--- config.mk ---
export PLATFORM = sky130hd
export DESIGN_NAME = arashi_mem_writer
export DESIGN_NICKNAME = d
export VERILOG_FILES = /design/src/rtl/arashi_mem_writer.sv
export SDC_FILE = /design/constraint.sdc
export NUM_CORES = 1
export LEC_CHECK = 0
export ABC_AREA = 1
export ABC_CLOCK_PERIOD_IN_PS = 6300
export CORE_MARGIN = 1
export CORE_UTILIZATION = 55
export CTS_BUF_LIST = sky130_fd_sc_hd__clkbuf_4
export DETAILED_ROUTE_END_ITERATION = 12
export PLACE_DENSITY_LB_ADDON = 0.25
export SLEW_MARGIN = 20
export SYNTH_ARGS = -nofsm -noshare
export SYNTH_HDL_FRONTEND = slang
export SYNTH_SLANG_ARGS = --single-unit
--- constraint.sdc ---
create_clock -name clk -period 6.3 [get_ports clk]
set_clock_uncertainty 0.15 [all_clocks]
set_input_delay 0.945 -clock clk [delete_from_list [all_inputs] [get_ports clk]]
set_output_delay 0.945 -clock clk [all_outputs]
set_load 0.005 [all_outputs]
--- src/rtl/arashi_mem_writer.sv ---
// Memory-side writer for arashi_cache: captures granted words one cycle after the grant,
// buffers them with their thread tag and issues per-thread incrementing word writes.
module arashi_mem_writer #(
  parameter int DATA_WIDTH       = 32,
  parameter int THREAD_NUM_WIDTH = 2,
  parameter int ADDR_WIDTH       = 16,
  parameter int FIFO_DEPTH_WIDTH = 2
) (
  input  logic                               clk,
  input  logic                               rstn,
  input  logic                               cache_ready,
  input  logic [THREAD_NUM_WIDTH-1:0]        thread_id,
  input  logic [DATA_WIDTH-1:0]              data_in,
  output logic                               mem_ready,
  output logic                               mem_wvalid,
  input  logic                               mem_wready,
  output logic [ADDR_WIDTH-1:0]              mem_waddr,
  output logic [DATA_WIDTH-1:0]              mem_wdata,
  input  logic [(1<<THREAD_NUM_WIDTH)-1:0]   clr_ptr,
  input  logic                               flush_req,
  output logic                               flush_done,
  output logic                               overflow
);

  localparam int THREAD_NUM  = 1 << THREAD_NUM_WIDTH;
  localparam int FIFO_DEPTH  = 1 << FIFO_DEPTH_WIDTH;
  localparam int OFF_WIDTH   = ADDR_WIDTH - THREAD_NUM_WIDTH;
  localparam int ENTRY_WIDTH = THREAD_NUM_WIDTH + DATA_WIDTH;

  localparam logic [FIFO_DEPTH_WIDTH:0]   DEPTH_CNT = (FIFO_DEPTH_WIDTH+1)'(FIFO_DEPTH);
  localparam logic [FIFO_DEPTH_WIDTH+1:0] DEPTH_OCC = (FIFO_DEPTH_WIDTH+2)'(FIFO_DEPTH);
  localparam logic [FIFO_DEPTH_WIDTH:0]   CNT_ONE   = (FIFO_DEPTH_WIDTH+1)'(1);
  localparam logic [FIFO_DEPTH_WIDTH-1:0] PTR_ONE   = (FIFO_DEPTH_WIDTH)'(1);
  localparam logic [OFF_WIDTH-1:0]        OFF_ONE   = (OFF_WIDTH)'(1);

  typedef enum logic [1:0] {
    ST_RUN,
    ST_DRAIN,
    ST_DONE
  } state_t;

  state_t state;
  state_t state_nxt;

  logic                          alive;
  logic                          pend;
  logic [THREAD_NUM_WIDTH-1:0]   tid_q;

  logic [ENTRY_WIDTH-1:0]        fifo_mem [FIFO_DEPTH];
  logic [FIFO_DEPTH_WIDTH-1:0]   wr_ptr;
  logic [FIFO_DEPTH_WIDTH-1:0]   rd_ptr;
  logic [FIFO_DEPTH_WIDTH:0]     count;

  logic [OFF_WIDTH-1:0]          offset [THREAD_NUM];

  logic                          fifo_empty;
  logic                          fifo_full;
  logic                          push;
  logic                          pop;
  logic                          grant;
  logic                          credit;
  logic [FIFO_DEPTH_WIDTH+1:0]   occ_sum;
  logic [ENTRY_WIDTH-1:0]        head;
  logic [THREAD_NUM_WIDTH-1:0]   head_tid;
  logic [DATA_WIDTH-1:0]         head_data;

  // Credit ignores same-cycle pops, so the in-flight grant can never find the FIFO full.
  assign occ_sum    = {1'b0, count} + {{(FIFO_DEPTH_WIDTH+1){1'b0}}, pend};
  assign credit     = occ_sum < DEPTH_OCC;
  assign mem_ready  = alive & (state == ST_RUN) & ~flush_req & credit;
  assign grant      = cache_ready & mem_ready;

  assign fifo_empty = (count == '0);
  assign fifo_full  = (count == DEPTH_CNT);
  assign push       = pend & ~fifo_full;
  assign pop        = mem_wvalid & mem_wready;

  assign head       = fifo_mem[rd_ptr];
  assign head_tid   = head[ENTRY_WIDTH-1 -: THREAD_NUM_WIDTH];
  assign head_data  = head[DATA_WIDTH-1:0];

  // Address and data are forced to zero while idle so reset and empty look identical outside.
  assign mem_wvalid = ~fifo_empty;
  assign mem_waddr  = mem_wvalid ? {head_tid, offset[head_tid]} : '0;
  assign mem_wdata  = mem_wvalid ? head_data : '0;
  assign flush_done = (state == ST_DONE);

  always_ff @(posedge clk or negedge rstn) begin
    if (!rstn) begin
      alive <= 1'b0;
      pend  <= 1'b0;
      tid_q <= '0;
    end else begin
      alive <= 1'b1;
      pend  <= grant;
      tid_q <= thread_id;
    end
  end

  always_ff @(posedge clk) begin
    if (push) begin
      fifo_mem[wr_ptr] <= {tid_q, data_in};
    end
  end

  always_ff @(posedge clk or negedge rstn) begin
    if (!rstn) begin
      wr_ptr   <= '0;
      rd_ptr   <= '0;
      count    <= '0;
      overflow <= 1'b0;
    end else begin
      if (push) begin
        wr_ptr <= wr_ptr + PTR_ONE;
      end
      if (pop) begin
        rd_ptr <= rd_ptr + PTR_ONE;
      end
      unique case ({push, pop})
        2'b10:   count <= count + CNT_ONE;
        2'b01:   count <= count - CNT_ONE;
        default: count <= count;
      endcase
      if (pend && fifo_full) begin
        overflow <= 1'b1;
      end
    end
  end

  // A clear wins over an increment of the same thread; the address shown this cycle is unaffected.
  always_ff @(posedge clk or negedge rstn) begin
    if (!rstn) begin
      for (int i = 0; i < THREAD_NUM; i++) begin
        offset[i] <= '0;
      end
    end else begin
      for (int i = 0; i < THREAD_NUM; i++) begin
        if (clr_ptr[i]) begin
          offset[i] <= '0;
        end else if (pop && (head_tid == THREAD_NUM_WIDTH'(i))) begin
          offset[i] <= offset[i] + OFF_ONE;
        end
      end
    end
  end

  always_ff @(posedge clk or negedge rstn) begin
    if (!rstn) begin
      state <= ST_RUN;
    end else begin
      state <= state_nxt;
    end
  end

  always_comb begin
    state_nxt = state;
    unique case (state)
      ST_RUN: begin
        if (flush_req) begin
          state_nxt = ST_DRAIN;
        end
      end
      ST_DRAIN: begin
        if (fifo_empty && !pend) begin
          state_nxt = ST_DONE;
        end
      end
      ST_DONE: begin
        state_nxt = ST_RUN;
      end
      default: begin
        state_nxt = ST_RUN;
      end
    endcase
  end

endmodule

==> impl_metrics.ini <==
[logic_synthesis]
async_flop_share_pct = 34.0
synth_edf_count = 136
syn_avg_cell_area_sq_um = 8.91
syn_nets = 1185
synth-adder-area-share_pct = 1.31
synth_top_area_share_pct = 40.5
yosys.area_share.xor_xnor_pct = 2.61
synth_compound_area_share_pct = 5.99
synth-simple-area-share_pct = 26.5
ys.flop_type = edfxtp_1
yosys.cell_count.top_type = nand2_1
synth_area_sq_um = 10100
synth.area.top_cells = edfxtp_1 (40%), dfrtp_1 (17%), nand2_1 (11%)
synth_commonest_cells = nand2_1 (284), nor2_1 (219), edfxtp_1 (136)
ys_ff_latch = 206
synth_top_family_by_area = simple AND/OR/NAND/NOR gates
synthMuxAreaShare_pct = 0
synth_seq_area_share_pct = 57.9
postSynthCellCount = 1132
synth_top_area_cell = edfxtp_1
yosysWarnings = 0
synthDistinctLibCells = 38

[clock_tree]
ctsHoldBuffers = 0
cts_tree = done
post_cts_buffers = 0
cts_buffers = 53
ctsHtreeMaxLevel = 2
clock_sinks = 206
clockBufferDepth = 3
clk_latency_ps = 680
clockRootBuffer = clkbuf_4
ctsResizeCount = 0
clkTransAtPathRegs_ps = 70

[timing]
period_share_pct = 68.9
tightest_slew_ps = 1100
rsz0062_at_grt = false
fmax_mhz = 230
fin_crit_ps = 4340
finalSetupTns_ps = 0
relSlewSlack_pct = 26.5
final-max-slew-violation-count = 0
hold_viol_final = 0
setup_viol = 0

[power_and_ir_drop]
power_mw = 4.55
p_per_area_nw_per_um2 = 385
leakage_nw = 5.00
peakVddDrop_mv = 0.218

[global_routing]
antenna_found_initial = 1
grt_overflow = 0
first_global_vias = 7213
grt_pass1_wl_mm = 35.9
gr-usage-all-layers_pct = 24.7
grt_start_max_net_pins = 71

[setup_path]
crit_fanout = 70
max_stage_delay_ps = 580
worstReg2RegEnd = count[2]
ff2ff_path_depth = 7
startpoint_type = flip-flop
critical_path.endpoint_type = primary output
crit_top_cell = nand2_1
worstReg2RegStart = count[0]
arrival_ps = 3250
crit_required_ps = 5200
slowest_stage = buf_4
rrSetupSlack_ps = 3520
worstSetupPathType = flip-flop to primary output
worstPathCellList = buf_4 > nand2_1 > nand3_4 > nand2_8 > nand2_1 > inv_1 > nand2_1 > nand2_1 > nor2_1 > clkdlybuf4s50_1

[die]
coreArea_sq_um = 18000
initial_core_util_pct = 56.1
die_x_microns = 137
ios = 95
die_h_microns = 137
row_count = 49
die_area_sq_um = 18900

[layout]
drive_gt1_share_pct = 9.40
final_util_pct = 65.8
syn2layout_area_growth_pct = 17.2
final_nets = 1296
n_fill_cell = 1448
stdcell_area_sq_um = 11800

[route]
wl_per_cell_microns = 15.1
dr.first_iter.drc_count = 567
ant_nets = 0
vias = 7932
wirelength_mm = 22.7
drt-vias-per-instance = 5.27
drtPass1Iterations = 5
route.detailed.drc = 0

[place]
placed_cell_area_sq_um = 11100
hpwlAfterDp_mm = 14.3
port_buffers = 94
gp_congestion = 0.881

[run_status]
outcome = complete, no violations

[flow_run]
cap_violations = 0

[worst_hold_path]
hp-class = input pin to async pin
-- layer usage --
metal / share of wire (%) / vias up / global-route usage (%)
met5: 0 / - / 0
met4: 1.9 / 0 / 8.42
met3: 6.0 / 43 / 5.81
met2: 46 / 228 / 37.8
met1: 46 / 3707 / 34.6
li1: - / 3954 / -
-- power by group --
part	internal, mW	switching (mW)	leakage [nW]
clock network	0.569	0.530	0.379
logic	0.817	1.07	2.45
registers	1.51	0.0473	2.17
total	2.90	1.65	5.00
-- critical path, delay by kind of cell (launching register included) --
family	cells	cell delay, ps
AND/OR/NAND/NOR	7	930
flip-flops	1	380
buffers and inverters	3	1250
-- worst max path at each step --
| stage | from | slack (ps) | endpoint | cells after the start |
|---|---|---|---|---|
| floorplan | count[2] | 3610 | fifo_mem[0][0] | 3 |
| global placement | rd_ptr[0] | 2710 | mem_waddr[6] | 10 |
| detailed placement | rd_ptr[0] | 2650 | mem_waddr[7] | 9 |
| CTS | rd_ptr[0] | 1900 | mem_waddr[7] | 9 |
| global route | rd_ptr[0] | 1690 | mem_waddr[13] | 9 |
| finish | rd_ptr[0] | 1960 | mem_waddr[6] | 10 |
-- registers in the layout (all words and copies together), names as in the netlist --
name and flops:
fifo_mem 136, wr_ptr 2, pend 1, offset 56, overflow 1, alive 1, count 3, rd_ptr 2
tid_q 2, state 2
-- kinds of logic after synthesis --
logic type	count (synthesis)
AO/OA/AOI/OAI	118
buffers and inverters	132
adder cells (fa/ha/maj)	10
other	1
AND/OR/NAND/NOR	635
flip-flops	206
XOR/XNOR	30
-- area by class of cell --
class / instances / area (sq um) / share of cell area, %
clock buffers: 79 / 593 / 5.02
flip-flops and latches: 206 / 5840 / 49.4
well taps: 229 / 287 / 2.42
multi-input cells: 794 / 3700 / 31.3
inverters: 90 / 340 / 2.88
repair buffers: 98 / 1010 / 8.53
diodes: 1 / 2.50 / 0.0212
clock inverters: 9 / 48.8 / 0.413
-- per-stage QoR --
step	instances	hold WS [ps]	setup slack, ps
2_1_floorplan	1132	292	3610
3_3_place_gp	1415	306	2710
3_5_place_dp	1416	310	2650
4_1_cts	1504	248	1900
5_1_grt	1506	275	1690
6_report	1506	222	1960
-- cells in the final DEF, fill, tap and decap left out, types with 2 or more instances in the layout --
| cell | n |
|---|---|
| clkbuf_4 | 79 |
| nand2_4 | 2 |
| buf_4 | 3 |
| dfrtp_1 | 69 |
| o21ai_0 | 74 |
| buf_16 | 2 |
| xor2_1 | 29 |
| nand2_2 | 6 |
| clkdlybuf4s50_1 | 93 |
| nor2_2 | 2 |
| nor3_1 | 7 |
| nand3_4 | 3 |
| nand3_1 | 98 |
| inv_2 | 7 |
| edfxtp_1 | 136 |
| nand3_2 | 2 |
| nor2_4 | 5 |
| inv_1 | 81 |
| nor2_1 | 215 |
| nand2_1 | 284 |
| a21oi_1 | 40 |
| clkinv_1 | 7 |
| ha_1 | 9 |
| clkinvlp_4 | 2 |
| nand4_1 | 6 |
(Power assumes the default switching activity.)
